<file path="config.mk">
export PLATFORM = sky130hd
export DESIGN_NAME = multicycle_controller
export DESIGN_NICKNAME = d
export VERILOG_FILES = /design/src/rtl/multicycle_controller_pkg.sv /design/src/rtl/multicycle_controller_alu_decoder.sv /design/src/rtl/multicycle_controller.sv
export SDC_FILE = /design/constraint.sdc
export NUM_CORES = 1
export LEC_CHECK = 0
export ABC_AREA = 1
export BUFFER_PORTS_ARGS = -buffer_cell sky130_fd_sc_hd__buf_4
export CAP_MARGIN = 20
export CORE_MARGIN = 2
export CORE_UTILIZATION = 30
export CTS_BUF_LIST = sky130_fd_sc_hd__clkbuf_4
export CTS_CLUSTER_DIAMETER = 40
export DETAILED_ROUTE_END_ITERATION = 12
export GPL_TIMING_DRIVEN = 1
export MAX_ROUTING_LAYER = met4
export PLACE_DENSITY = 0.7
export SLEW_MARGIN = 25
export SYNTH_ARGS = -nofsm -noshare
export SYNTH_HDL_FRONTEND = slang
export SYNTH_SLANG_ARGS = --single-unit
</file>
<file path="constraint.sdc">
create_clock -name CLK -period 1.8 [get_ports CLK]
set_input_delay 0.36 -clock CLK [delete_from_list [all_inputs] [get_ports CLK]]
set_output_delay 0.36 -clock CLK [all_outputs]
set_load 0.02 [all_outputs]
</file>
<file path="src/rtl/multicycle_controller_pkg.sv">
// Shared encodings for the multicycle RISC-V controller:
// FSM states, opcodes, ALU op/control codes and datapath select codes.
package multicycle_controller_pkg;

    typedef enum logic [3:0] {
        S_FETCH,
        S_DECODE,
        S_MEMADR,
        S_MEMREAD,
        S_MEMWB,
        S_MEMWRITE,
        S_EXECUTER,
        S_EXECUTEI,
        S_ALUWB,
        S_BEQ,
        S_JAL
    } state_t;

    typedef enum logic [1:0] {
        ALUOP_ADD   = 2'b00,
        ALUOP_SUB   = 2'b01,
        ALUOP_FUNCT = 2'b10
    } aluop_t;

    localparam logic [6:0] OP_LW   = 7'b0000011;
    localparam logic [6:0] OP_SW   = 7'b0100011;
    localparam logic [6:0] OP_R    = 7'b0110011;
    localparam logic [6:0] OP_I    = 7'b0010011;
    localparam logic [6:0] OP_BEQ  = 7'b1100011;
    localparam logic [6:0] OP_JAL  = 7'b1101111;

    localparam logic [2:0] ALU_ADD = 3'b000;
    localparam logic [2:0] ALU_SUB = 3'b001;
    localparam logic [2:0] ALU_AND = 3'b010;
    localparam logic [2:0] ALU_OR  = 3'b011;
    localparam logic [2:0] ALU_SLT = 3'b101;

    localparam logic [1:0] RES_ALUOUT = 2'b00;
    localparam logic [1:0] RES_DATA   = 2'b01;
    localparam logic [1:0] RES_ALURES = 2'b10;

    localparam logic [1:0] SRCA_PC    = 2'b00;
    localparam logic [1:0] SRCA_OLDPC = 2'b01;
    localparam logic [1:0] SRCA_A     = 2'b10;

    localparam logic [1:0] SRCB_WD    = 2'b00;
    localparam logic [1:0] SRCB_IMM   = 2'b01;
    localparam logic [1:0] SRCB_FOUR  = 2'b10;

    localparam logic [1:0] IMM_I = 2'b00;
    localparam logic [1:0] IMM_S = 2'b01;
    localparam logic [1:0] IMM_B = 2'b10;
    localparam logic [1:0] IMM_J = 2'b11;

endpackage

</file>
<file path="src/rtl/multicycle_controller_alu_decoder.sv">
// ALU decoder: maps ALUOp plus instruction funct fields to ALUControl.
// Subtract is only selected for R-type (OP[5]=1) with funct7 set.
module alu_decoder
    import multicycle_controller_pkg::*;
(
    input  aluop_t     i_aluop,
    input  logic [2:0] i_funct3,
    input  logic       i_funct7,
    input  logic       i_op5,
    output logic [2:0] o_alucontrol
);

    always_comb begin
        o_alucontrol = ALU_ADD;
        case (i_aluop)
            ALUOP_ADD: o_alucontrol = ALU_ADD;
            ALUOP_SUB: o_alucontrol = ALU_SUB;
            ALUOP_FUNCT: begin
                case (i_funct3)
                    3'b000:  o_alucontrol = (i_op5 && i_funct7) ? ALU_SUB : ALU_ADD;
                    3'b010:  o_alucontrol = ALU_SLT;
                    3'b110:  o_alucontrol = ALU_OR;
                    3'b111:  o_alucontrol = ALU_AND;
                    default: o_alucontrol = ALU_ADD;
                endcase
            end
            default: o_alucontrol = ALU_ADD;
        endcase
    end

endmodule

</file>
<file path="src/rtl/multicycle_controller.sv">
// Moore main FSM for a multicycle RISC-V core (lw/sw/R/I/beq/jal),
// with ImmSrc decode and the ALU decoder instance.
module multicycle_controller
    import multicycle_controller_pkg::*;
(
    input  logic       CLK,
    input  logic       RESET,
    input  logic [6:0] OP,
    input  logic [2:0] funct3,
    input  logic       funct7,
    input  logic       Zero,
    output logic       PCWrite,
    output logic       AdrSrc,
    output logic       MemWrite,
    output logic       IRWrite,
    output logic       RegWrite,
    output logic [1:0] ResultSrc,
    output logic [1:0] ALUSrcA,
    output logic [1:0] ALUSrcB,
    output logic [1:0] ImmSrc,
    output logic [2:0] ALUControl,
    output logic       IllegalInstr
);

    state_t r_state;
    state_t w_next;
    aluop_t w_aluop;
    logic   w_pcupdate;
    logic   w_branch;
    logic   w_irwrite;
    logic   w_regwrite;
    logic   w_memwrite;
    logic   w_illegal;

    always_ff @(posedge CLK or negedge RESET) begin
        if (!RESET) r_state <= S_FETCH;
        else        r_state <= w_next;
    end

    always_comb begin
        w_next     = S_FETCH;
        w_aluop    = ALUOP_ADD;
        w_pcupdate = 1'b0;
        w_branch   = 1'b0;
        w_irwrite  = 1'b0;
        w_regwrite = 1'b0;
        w_memwrite = 1'b0;
        w_illegal  = 1'b0;
        AdrSrc     = 1'b0;
        ResultSrc  = RES_ALUOUT;
        ALUSrcA    = SRCA_PC;
        ALUSrcB    = SRCB_WD;
        case (r_state)
            S_FETCH: begin
                w_next     = S_DECODE;
                w_irwrite  = 1'b1;
                w_pcupdate = 1'b1;
                ALUSrcB    = SRCB_FOUR;
                ResultSrc  = RES_ALURES;
            end
            S_DECODE: begin
                ALUSrcA = SRCA_OLDPC;
                ALUSrcB = SRCB_IMM;
                case (OP)
                    OP_LW, OP_SW: w_next = S_MEMADR;
                    OP_R:         w_next = S_EXECUTER;
                    OP_I:         w_next = S_EXECUTEI;
                    OP_BEQ:       w_next = S_BEQ;
                    OP_JAL:       w_next = S_JAL;
                    default: begin
                        w_next    = S_FETCH;
                        w_illegal = 1'b1;
                    end
                endcase
            end
            S_MEMADR: begin
                w_next  = (OP == OP_SW) ? S_MEMWRITE : S_MEMREAD;
                ALUSrcA = SRCA_A;
                ALUSrcB = SRCB_IMM;
            end
            S_MEMREAD: begin
                w_next = S_MEMWB;
                AdrSrc = 1'b1;
            end
            S_MEMWB: begin
                ResultSrc  = RES_DATA;
                w_regwrite = 1'b1;
            end
            S_MEMWRITE: begin
                AdrSrc     = 1'b1;
                w_memwrite = 1'b1;
            end
            S_EXECUTER: begin
                w_next  = S_ALUWB;
                ALUSrcA = SRCA_A;
                w_aluop = ALUOP_FUNCT;
            end
            S_EXECUTEI: begin
                w_next  = S_ALUWB;
                ALUSrcA = SRCA_A;
                ALUSrcB = SRCB_IMM;
                w_aluop = ALUOP_FUNCT;
            end
            S_ALUWB: w_regwrite = 1'b1;
            S_BEQ: begin
                ALUSrcA  = SRCA_A;
                w_aluop  = ALUOP_SUB;
                w_branch = 1'b1;
            end
            S_JAL: begin
                w_next     = S_ALUWB;
                ALUSrcA    = SRCA_OLDPC;
                ALUSrcB    = SRCB_FOUR;
                w_pcupdate = 1'b1;
            end
            default: w_next = S_FETCH;
        endcase
    end

    // Enables are gated by RESET so nothing writes while held in reset.
    assign PCWrite      = RESET & (w_pcupdate | (w_branch & Zero));
    assign IRWrite      = RESET & w_irwrite;
    assign RegWrite     = RESET & w_regwrite;
    assign MemWrite     = RESET & w_memwrite;
    assign IllegalInstr = RESET & w_illegal;

    always_comb begin
        ImmSrc = IMM_I;
        case (OP)
            OP_SW:   ImmSrc = IMM_S;
            OP_BEQ:  ImmSrc = IMM_B;
            OP_JAL:  ImmSrc = IMM_J;
            default: ImmSrc = IMM_I;
        endcase
    end

    alu_decoder u_alu_decoder (
        .i_aluop      (w_aluop),
        .i_funct3     (funct3),
        .i_funct7     (funct7),
        .i_op5        (OP[5]),
        .o_alucontrol (ALUControl)
    );

endmodule

</file>
**After elaboration in Yosys (flattened, before gate mapping)**

Index checks and enable logic that the tools add are counted.

- Register bits after elaboration: 4
- Bits of input ports: 14
- Output and inout port bits: 17
- Word-level logic and storage cells: 61

- Eq/ne operators: 21
- Mux-type cells: 19
- Bitwise operators: 7
- Reduce and logical (&&, ||, !) cells: 13

Operator list:

| kind | number |
|---|---|
| $pmux 4 s5 | 2 |
| $eq 4x3->1 const B | 4 |
| $pmux 2 s2 | 4 |
| $eq 7x6->1 const B | 2 |
| $eq 7x7->1 const B | 2 |
| $eq 4x4->1 const B | 3 |
| $pmux 3 s4 | 1 |
| $reduce_or 2->1 | 6 |
| $mux 1 | 9 |
| $eq 4x2->1 const B | 2 |
| $eq 7x2->1 const B | 1 |
| $eq 7x5->1 const B | 1 |
| $and 1x1->1 | 6 |
| $eq 3x3->1 const B | 2 |
| $pmux 2 s3 | 1 |
| $pmux 3 s2 | 1 |
| $reduce_or 3->1 | 2 |
| $reduce_or 6->1 | 1 |
| $eq 4x1->1 const B | 1 |
| $logic_not 4->1 | 1 |
| $reduce_or 4->1 | 1 |
| $eq 3x2->1 const B | 1 |
| $logic_not 3->1 | 1 |
| $mux 3 | 1 |
| other kinds (4) | 4 |

**Longest topological paths before layout**

Gate-level depths: netlist (run 1).

- Depth after elaboration: 5
- Mapped depth: 8
- Depth with buffers taken out: 8

**Hierarchy**

Synthesis (run 1) repeated with hierarchy kept, for this count alone.

- Cell total of the unflattened synthesis: 101
- Area total of the unflattened synthesis: 566.8 µm²

Modules (own cells, without submodules):

| module | times used | cells an instance | area an instance (µm²) | sequential area each (µm²) |
|---|---|---|---|---|
| multicycle_controller | 1 | 84 | 475.5 | 100.1 |
| alu_decoder | 1 | 17 | 91.3 | 0.0 |

**Worst setup path after synthesis (run 1)**

OpenSTA, ideal clock, no wires.

- Path type: flip-flop to output port
- Start point: register r_state[3]
- End point: output ALUControl[1]
- Arrival: 1819 ps
- Required time: 1440 ps
- Slack: -379 ps
- Cell stages (with the launch flop): 7
- Path through: dfrtp_1 > nor2_1 > inv_1 > nor2_1 > inv_1 > ha_1 > nor4_1

- Cells in the longest elaborated chain, start to end: 5
- Elaborated cells on any way between the ends: 8

Ends and longest elaborated chain:

| element | RTL line | RTL |
|---|---|---|
| start: declaration | multicycle_controller.sv:25 | `state_t r_state;` |
| start signal: assignment | multicycle_controller.sv:37 | `else r_state <= w_next;` |
| $eq 4x3->1 | multicycle_controller.sv:53 | `case (r_state)` |
| $reduce_or 2->1 (no source line) | - |  |
| $pmux 2 s2 (*) | multicycle_controller.sv:53 |  |
| $eq 2x2->1 / $eq 2x1->1 (equally long branches) | multicycle_controller_alu_decoder.sv:15 | `case (i_aluop)` |
| $pmux 3 s2 (*) | multicycle_controller_alu_decoder.sv:15 |  |
| end: declaration | multicycle_controller.sv:21 | `output logic [2:0] ALUControl,` |

Every way passes the cells marked *; elsewhere a longest branch is shown, timed or not.

**Final worst setup path (run 1)**

Same ends and word-level chain as after synthesis.

==> impl_results.md, run 1 <==
* Largest register FFs at 4
* Sequential area share after synthesis at 19.5%
* Worst slew pin tran at 0.214 ns
* Final core occ at 65.2%
* Ys async rst share at 100%
* DRT iter0 DRCs at 16
* Flop2flop setup slack at 0.60 ns
* Vias in the first global route at 731
* PnR worst setup slack at -0.187 ns
* CTS tree: yes
* Placer Congestion at 0.863
* DRC Markers at 0
* Commonest cells post-synth: inv_1, nand2_1, nor2_1
* Status: finished, violations left
* Core area at 0.00156 sq mm
* Crit path launch: r_state[3]$_DFF_PN0_
* Num Clock Sinks at 4
* Vias at 779
* Routed WL at 1700 um
* Routed Antenna Nets at 0
* Post-synth net total at 109
* TritonCTS buffer count at 3
* Die width at 45.4 um
* H-tree levels at 1
* CP Max Fanout at 3
* Final setup violation count at 5
* # diodes at 0
* Post-synth EDFFs at 0
* Post-DP Area at 848 sq um
* Hold Path Class: in -> reg
* Top_reg_cell synth: dfrtp_1
* CP arrival at 1.63 ns
* Critical path launch point type: register
* Fin crit share at 110%
* Bufs on Longest Clock Path at 2
* Starting Density at 33.0%
* Post-synthesis area per instance at 5.53 sq um
* Min cycle time layout at 1.99 ns
* Gr usage total at 18.9%
* PwrDens at 799 mW/mm^2
* #FFs+latches synth at 4
* Wire per inst at 10.6 um
* Max-slew violations at 0
* DIE AREA at 0.00206 sq mm
* Regs by FF count: r_state x4
* Syn Std Cell Area at 514 sq um
* Global route overflow at 0
* Yosys top cell by area: dfrtp_1
* DP HPWL at 1300 um
* DP Cell Count at 148
* Routed vias/inst at 4.87
* Initial antenna violation count at 0
* CP endpoint: ALUControl[1]
* Largest net degree at the start of global routing at 8
* Worst R2R Start: r_state[3]$_DFF_PN0_
* FMAX at 0.503 GHz
* RSZ-0062 raised after global routing: true
* Rows at 14
* Slew headroom at 85.7%
* Tot Pwr at 0.813 mW
* Largest cells by area after synthesis: dfrtp_1, inv_1, nand2_1
* Mapped Cells at 93
* Hold Fails Final Rpt at 0
* Io pins at 31
* Root buffer selected by CTS: clkbuf_4
* Max_cap viols at 0
* Failing checks: setup timing
* Setup tns final at -0.532 ns
* IO buf count at 30
* Global-route wire length before repair at 2790 um
* Worst reg-to-reg path cell count at 8
* Hold WS at 0.426 ns
* Worst ir drop on vdd at 490 uV
* Worst clock skew at 0.00584 ns
* # nets final at 162
* Reg2Reg Capture Point: r_state[1]$_DFF_PN0_
* Yosys warning count at 0
* Top reg by flops: r_state
* Clock slew at reported path FFs at 0.04 ns
* Critical path endpoint category: output port
* Post-route cell area at 0.00102 sq mm
* Clk_lat worst skew at 0.24 ns
* Die H at 45.4 um
* Layout cells sized above 1 at 50.0%
* Post-Place Setup Slack at -0.131 ns
* Crit path kind: reg -> out
* CP required at 1.44 ns
* P_leak at 0.555 nW
* Layout area overhead at 97.8%
* Yosys top cell area share at 19.5%
* Pre-antenna DRT Iters at 4
* Non-Filler Instances at 160
* Yosys cell types at 19
==> worst max-delay path, stage by stage (launching register included) <==
cell and delay [ns]:
dfrtp_1 0.39, buf_6 0.12, nand2_2 0.08, nor2_4 0.14
ha_4 0.23, nor4_4 0.25, buf_4 0.17
==> cell type report <==
cell class | instances | area (sq um)
Fill cell | 129 | 542
Multi-Input combinational cell | 67 | 418
Timing Repair Buffer | 49 | 378
Sequential cell | 4 | 100
Inverter | 21 | 78.8
Clock buffer | 3 | 22.5
Tap cell | 16 | 20.0
==> layout by cell type (no fill, tap or decap), types with 3 or more instances in the layout <==
cell type   n
nor2_4      4
inv_1      14
inv_2       7
nand2_1    16
nand2_2     4
clkbuf_4    3
buf_4      46
dfrtp_1     4
nand3_1    12
a21oi_1     4
o21ai_0     3
nor2_1     12
==> worst min path at each step <==
| stage | cells after the start | slack [ns] | start | to |
|---|---|---|---|---|
| floorplan | 0 | 0.06 | RESET | r_state[0]$_DFF_PN0_ |
| global placement | 1 | 0.16 | RESET | r_state[1]$_DFF_PN0_ |
| detailed placement | 1 | 0.16 | RESET | r_state[1]$_DFF_PN0_ |
| CTS | 3 | 0.44 | OP[4] | r_state[2]$_DFF_PN0_ |
| global route | 3 | 0.49 | OP[4] | r_state[2]$_DFF_PN0_ |
| finish | 3 | 0.43 | OP[4] | r_state[2]$_DFF_PN0_ |
==> logic make-up after synthesis <==
logic type,Yosys count,synth area share (%)
DFF,4,19.5
buffers and inverters,22,16.8
adders and majority gates,2,4.87
and+or+nand+nor,56,49.4
AOI/OAI and AO/OA,9,9.49
==> routing by layer <==
metal,up-vias,wire length (um),GRT usage (%)
met5,-,0,-
met4,0,10,8.24
met3,2,109,3.17
met2,36,861,30.4
met1,341,721,23.0
li1,400,-,-
==> repair_timing <==
action / 4_1_cts / 5_1_grt
gates resized for setup: 13 / 8
buffers inserted: 6 / 2
endpoints found under the hold margin: 4 / 0
setup endpoints to repair: 5 / 10
hold buffers: 1 / 0
pin swaps: 5 / 7
==> where the power goes <==
group | switching [mW] | internal, mW | leakage [nW]
logic | 0.328 | 0.256 | 0.488
clock network | 0.0368 | 0.0745 | 0.0138
registers | 0.0111 | 0.106 | 0.0534
total | 0.376 | 0.437 | 0.555
(Power assumes the default switching activity.)
==> inputs of run 2 (changes only) <==
==> constraint.sdc (replaced) <==
create_clock -name CLK -period 2 [get_ports CLK]
set_input_delay 0.4 -clock CLK [delete_from_list [all_inputs] [get_ports CLK]]
set_output_delay 0.4 -clock CLK [all_outputs]
set_load 0.02 [all_outputs]
==> run 2 against run 1 <==
  * The run now ends clean
  * Via count down 2.7%
  * Utilization down 5.8 points
  * Cell area down 8.9%
  * Sequential cell count unchanged
  * Highest routed layer unchanged
==> impl_results.md, run 2 (same netlist as run 1, synthesis figures left out) <==
* Worst ir drop on vdd at 473 uV (-3.5%)
* Placer Congestion at 0.944 (+9.3%)
* Max-slew violations at 0 (unchanged)
* Sw Share at 45.9% (-0.38 points)
* Most frequent cells in the layout: buf_4, nand2_1, inv_1
* Rows at 14 (unchanged)
* Global route overflow at 0 (unchanged)
* Combinational Power Share at 71.2% (-0.6 points)
* DIE AREA at 0.00206 sq mm (unchanged)
* Post-DP Area at 796 sq um (-6.2%)
* PwrDens at 756 mW/mm^2 (-5.4%)
* Die width at 45.4 um (unchanged)
* FMAX at 0.501 GHz
* Core area at 0.00156 sq mm (unchanged)
* Slew headroom at 79.6% (-6.1 points)
* # nets final at 154 (-4.9%)
* Hold WS at 0.485 ns (+0.0581 ns)
* Gr usage total at 18.3% (-0.57 points)
* Layout cells sized above 1 at 44.9% (-5.1 points)
* RSZ-0062 raised after global routing: true
* Num Clock Sinks at 4 (unchanged)
* TritonCTS buffer count at 3 (unchanged)
* Critical path endpoint category: output port
* CTS tree: yes
* Regs by FF count: r_state x4
* Sw Pwr at 0.321 mW (-15%)
* Largest net degree at the start of global routing at 8 (unchanged)
* Starting Density at 33.0% (unchanged)
* Pre-antenna DRT Iters at 5 (+1)
* Final setup violation count at 0 (-5)
* Fin crit share at 99.8%
* Vias in the first global route at 646 (-12%)
* Non-Filler Instances at 152 (-5.0%)
* Tot Pwr at 0.700 mW (-14%)
* PnR worst setup slack at 0.00330 ns (+0.190 ns)
* # diodes at 0 (unchanged)
* Reg2Reg Capture Point: r_state[2]$_DFF_PN0_
* Critical path launch point type: register
* P_int at 0.379 mW (-13%)
* Worst slew pin tran at 0.303 ns (+0.0887 ns)
* Wire per inst at 10.8 um (+1.0%)
* CP Max Fanout at 3 (unchanged)
* Crit path kind: reg -> out
* Root buffer selected by CTS: clkbuf_4
* IO buf count at 30 (unchanged)
* Hold path start: OP[4]
* Status: finished clean
* P_leak at 0.512 nW (-7.8%)
* DRT iter0 DRCs at 18 (+2)
* FF+latch area at 100 sq um (unchanged)
* Vias at 758 (-2.7%)
* Clock share of power at 13.9% (+0.2 points)
* Worst R2R Start: r_state[3]$_DFF_PN0_
* Top reg by flops: r_state
* Bufs on Longest Clock Path at 2 (unchanged)
* Routed WL at 1630 um (-4.1%)
* DRC Markers at 0 (unchanged)
* Clock slew at reported path FFs at 0.04 ns (about the same)
* Clk_lat worst skew at 0.23 ns (about the same)
* Commonest non-fill, non-tap cell in the layout: buf_4
* Routed Antenna Nets at 0 (unchanged)
* Hold Path Class: in -> reg
* Worst-case hold path end point: r_state[2]$_DFF_PN0_
* Post-Place Setup Slack at 0.0608 ns (+0.192 ns)
* Io pins at 31 (unchanged)
* Max_cap viols at 0 (unchanged)
* DP Cell Count at 143 (-3.4%)
* Routed vias/inst at 4.99 (+2.4%)
* Initial antenna violation count at 0 (unchanged)
* DP HPWL at 1280 um (-1.2%)
* Min cycle time layout at 2.00 ns
* Die H at 45.4 um (unchanged)
* CP arrival at 1.60 ns (-0.03 ns)
* Hold Fails Final Rpt at 0 (unchanged)
* H-tree levels at 1 (unchanged)
* Global-route wire length before repair at 2700 um (-3.0%)
* Flop pwr share at 14.9% (+0.4 points)
* Flop2flop setup slack at 0.75 ns (+0.15 ns)
* CP required at 1.60 ns (+0.16 ns)
* Largest register FFs at 4 (unchanged)
* Multi-input gate area at 392 sq um (-6.3%)
* Worst clock skew at 0.00548 ns (-0.000357 ns)
* Min-Delay Path Depth at 3 (unchanged)
* Worst reg-to-reg path cell count at 8 (unchanged)
* Post-route cell area at 927 sq um (-8.9%)
* Layout area overhead at 80.3%
* Filler cells at 158 (+22%)
[run 2: worst max-delay path by stage]
stage / from / end / cells past startpoint
5_1_grt: r_state[2]$_DFF_PN0_ / ALUControl[1] / 8
3_5_place_dp: r_state[2]$_DFF_PN0_ / ALUControl[1] / 8
6_report: r_state[3]$_DFF_PN0_ / ALUControl[2] / 8
2_1_floorplan: r_state[3]$_DFF_PN0_ / ALUControl[1] / 6
3_3_place_gp: r_state[3]$_DFF_PN0_ / ALUControl[1] / 7
4_1_cts: r_state[2]$_DFF_PN0_ / ALUControl[1] / 8
[run 2: stage by stage]
stage               utilization [%]  setup TNS, ns
finish                         59.5              0
global placement               51.0              0
global route                   59.5         -0.231
CTS                            58.0              0
floorplan                         -        -0.0269
detailed placement             51.0              0
[run 2: repair_timing]
| item | in CTS | in global routing |
|---|---|---|
| endpoints found under the hold margin | 4 | 0 |
| endpoints found under the setup margin | 3 | 5 |
| buffers inserted | 2 | 3 |
| pin swaps | 5 | 5 |
| gates resized for setup | 17 | 1 |
| hold buffers | 1 | 0 |
[run 2: final cells by class]
type	count	share of cell area [%]
multi-input cells	67	42.2
well taps	16	2.16
inverters	21	8.50
repair buffers	41	33.9
flip-flops and latches	4	10.8
clock buffers	3	2.43
[run 2: critical path, cell delays in order, from the launching register on]
cell	delay (ns)
dfrtp_1	0.40
buf_6	0.14
nand2_4	0.07
nor2_4	0.05
inv_2	0.08
ha_4	0.15
inv_2	0.04
nor4_1	0.23
buf_4	0.21
[run 2: power by group through the flow]
| stage | sequential [mW] | clock [mW] | combinational (mW) |
|---|---|---|---|
| after global routing | 0.106 | 0.107 | 0.539 |
| final | 0.105 | 0.0974 | 0.499 |
| after floorplan | 0.101 | 0 | 0.273 |
| after CTS | 0.104 | 0.101 | 0.470 |
| after detailed placement | 0.105 | 0 | 0.440 |
| after global placement | 0.106 | 0 | 0.434 |
[run 2: layer usage]
layer	track usage [%]	share of wire, %
met1	21.6	41
met2	30.4	51
met3	3.57	7.5
met4	7.06	0.12
met5	-	0
==> inputs of run 3 (changes only) <==
--- a/config.mk
+++ b/config.mk
@@ -20,3 +20,4 @@
 export SYNTH_ARGS = -nofsm -noshare
 export SYNTH_HDL_FRONTEND = slang
 export SYNTH_SLANG_ARGS = --single-unit
+export TNS_END_PERCENT = 10
==> constraint.sdc (replaced) <==
create_clock -name CLK -period 2 [get_ports CLK]
set_input_delay 0.2 -clock CLK [delete_from_list [all_inputs] [get_ports CLK]]
set_output_delay 0.2 -clock CLK [all_outputs]
set_load 0.02 [all_outputs]
==> run 3 against run 2 <==
  * Total power decreased by 8.3%
  * Critical endpoint is now ALUControl[1]
  * Largest power group unchanged
  * Routed wire length decreased by 1.5%
  * Combinational power decreased by 16%
  * Register-to-register slack improved by 0.03 ns
  * Clock skew decreased by 0.0051 ns
==> impl_results.md, run 3 (same netlist as run 1, synthesis figures left out) <==
* Clock share of power at 15.1% (+1.2 points)
* Bufs on Longest Clock Path at 2 (unchanged)
* Core area at 0.00156 sq mm (unchanged)
* Initial antenna violation count at 0 (unchanged)
* Max-slew violations at 0 (unchanged)
* CP arrival at 1.75 ns (+0.15 ns)
* CTS tree: yes
* Non-Filler Instances at 145 (-4.6%)
* Layout area overhead at 66.9%
* DRT iter0 DRCs at 21 (+3)
* Hold Fails Final Rpt at 0 (unchanged)
* Status: finished clean
* Num Clock Sinks at 4 (unchanged)
* H-tree levels at 1 (unchanged)
* Sw Share at 48.6% (+2.7 points)
* Crit path kind: reg -> out
* Post-Place Setup Slack at 0.169 ns (+0.108 ns)
* Critical path launch point type: register
* DIE AREA at 0.00206 sq mm (unchanged)
* # diodes at 0 (unchanged)
* Hold path start: OP[4]
* Critical path endpoint category: output port
* Crit path launch: r_state[3]$_DFF_PN0_
* Worst ir drop on vdd at 637 uV (+35%)
* PwrDens at 749 mW/mm^2 (-0.90%)
* Largest register FFs at 4 (unchanged)
* P_leak at 0.476 nW (-7.1%)
* Vias at 720 (-5.0%)
* Vias in the first global route at 607 (-6.0%)
* Clk_lat worst skew at 0.23 ns (about the same)
* Layout cells sized above 1 at 38.8% (-6.1 points)
* Root buffer selected by CTS: clkbuf_4
* PnR worst setup slack at 0.0481 ns (+0.0448 ns)
* Top reg by flops: r_state
* Most frequent cells in the layout: buf_4, nand2_1, inv_1
* Tot Pwr at 0.643 mW (-8.3%)
* Combinational Power Share at 65.4% (-5.8 points)
* Clock slew at reported path FFs at 0.04 ns (about the same)
* Placer Congestion at 0.944 (about the same)
* Routed Antenna Nets at 0 (unchanged)
* # nets final at 147 (-4.5%)
* Final core occ at 55.1% (-4.4 points)
* Starting Density at 33.0% (unchanged)
* Setup tns final at 0 ns (unchanged)
* Flop pwr share at 19.5% (+4.6 points)
* Routed vias/inst at 4.97 (-0.43%)
* Io pins at 31 (unchanged)
* Sw Pwr at 0.312 mW (-2.8%)
* Die H at 45.4 um (unchanged)
* TritonCTS buffer count at 3 (unchanged)
* DP HPWL at 1230 um (-4.3%)
* Global-route wire length before repair at 2350 um (-13%)
* Worst slew pin tran at 0.286 ns (-0.0173 ns)
* Hold Path Class: in -> reg
* Commonest non-fill, non-tap cell in the layout: buf_4
* Pre-antenna DRT Iters at 4 (-1)
* Largest net degree at the start of global routing at 9 (+1)
* Worst R2R Start: r_state[3]$_DFF_PN0_
* Max_cap viols at 0 (unchanged)
* Final setup violation count at 0 (unchanged)
* CP required at 1.80 ns (+0.20 ns)
* Wire per inst at 11.1 um (+3.3%)
* DP Cell Count at 138 (-3.5%)
* Global route overflow at 0 (unchanged)
* Slew headroom at 80.8% (+1.2 points)
* CP Max Fanout at 4 (+1)
* Die width at 45.4 um (unchanged)
* Min cycle time layout at 1.95 ns (-0.0448 ns)
* Rows at 14 (unchanged)
* Fin crit share at 97.6% (-2.2 points)
* Worst clock skew at 0.000411 ns (-0.00507 ns)
* IO buf count at 30 (unchanged)
* P_int at 0.330 mW (-13%)
* Routed WL at 1610 um (-1.5%)
* Regs by FF count: r_state x4
* Gr usage total at 15.6% (-2.8 points)
* FMAX at 0.512 GHz (+2.3%)
* DRC Markers at 0 (unchanged)
[run 3: changes by cell type in the layout (fill, tap and decap cells not counted), sizes merged]
cell / change
buf: -7
[run 3: per-layer routing]
layer  global-route usage, %  vias to the layer above  wire [um]
met5                       -                        -          0
met3                    2.38                        2         85
met1                    19.7                      318        733
met2                    25.9                       30        773
li1                        -                      370          -
met4                    3.53                        0         17
[run 3: path summary, 6_finish.rpt]
| kind | to | cells after the start | slack, ns |
|---|---|---|---|
| worst min register to register | r_state[2]$_DFF_PN0_ | 2 | 0.69 |
| worst min-delay path | r_state[2]$_DFF_PN0_ | 3 | 0.29 |
| min in group asynchronous | r_state[1]$_DFF_PN0_ | 2 | 0.30 |
| worst max-delay path | ALUControl[1] | 7 | 0.05 |
| worst max register to register | r_state[2]$_DFF_PN0_ | 7 | 0.78 |
| max in group asynchronous | r_state[3]$_DFF_PN0_ | 2 | 1.59 |
[run 3: metrics by stage]
step	hold slack, ns	cell area (sq um)
3_5_place_dp	0.00660	758
3_3_place_gp	0.00513	758
4_1_cts	0.293	796
2_1_floorplan	-0.0956	520
6_report	0.290	858
5_1_grt	0.303	858
[run 3: area by class of cell]
class,instances,area (sq um)
clock buffers,3,22.5
fillers,161,701
inverters,21,78.8
multi-input cells,67,379
flip-flops and latches,4,100
well taps,16,20.0
repair buffers,34,258
[run 3: power by group through the flow]
stage	clock network [mW]	registers [mW]	logic (mW)
finish	0.0968	0.125	0.421
CTS	0.100	0.121	0.408
detailed placement	0	0.121	0.403
floorplan	0	0.101	0.273
global route	0.108	0.130	0.461
global placement	0	0.121	0.398
[run 3: repair_timing]
item                       4_1_cts  5_1_grt
hold endpoints to repair         4        0
setup buffers                    0        3
pin swaps                        1        4
setup endpoints to repair        1        3
hold buffers                     1        0
gates resized for setup          2       10
gates cloned                     0        0
[run 3: critical path: stages (launching register included)]
cell and delay, ns:
dfrtp_1 0.44, nor2_4 0.15, inv_2 0.06, nor2_4 0.12, inv_2 0.05, ha_1 0.29
nor4_2 0.23, buf_4 0.19
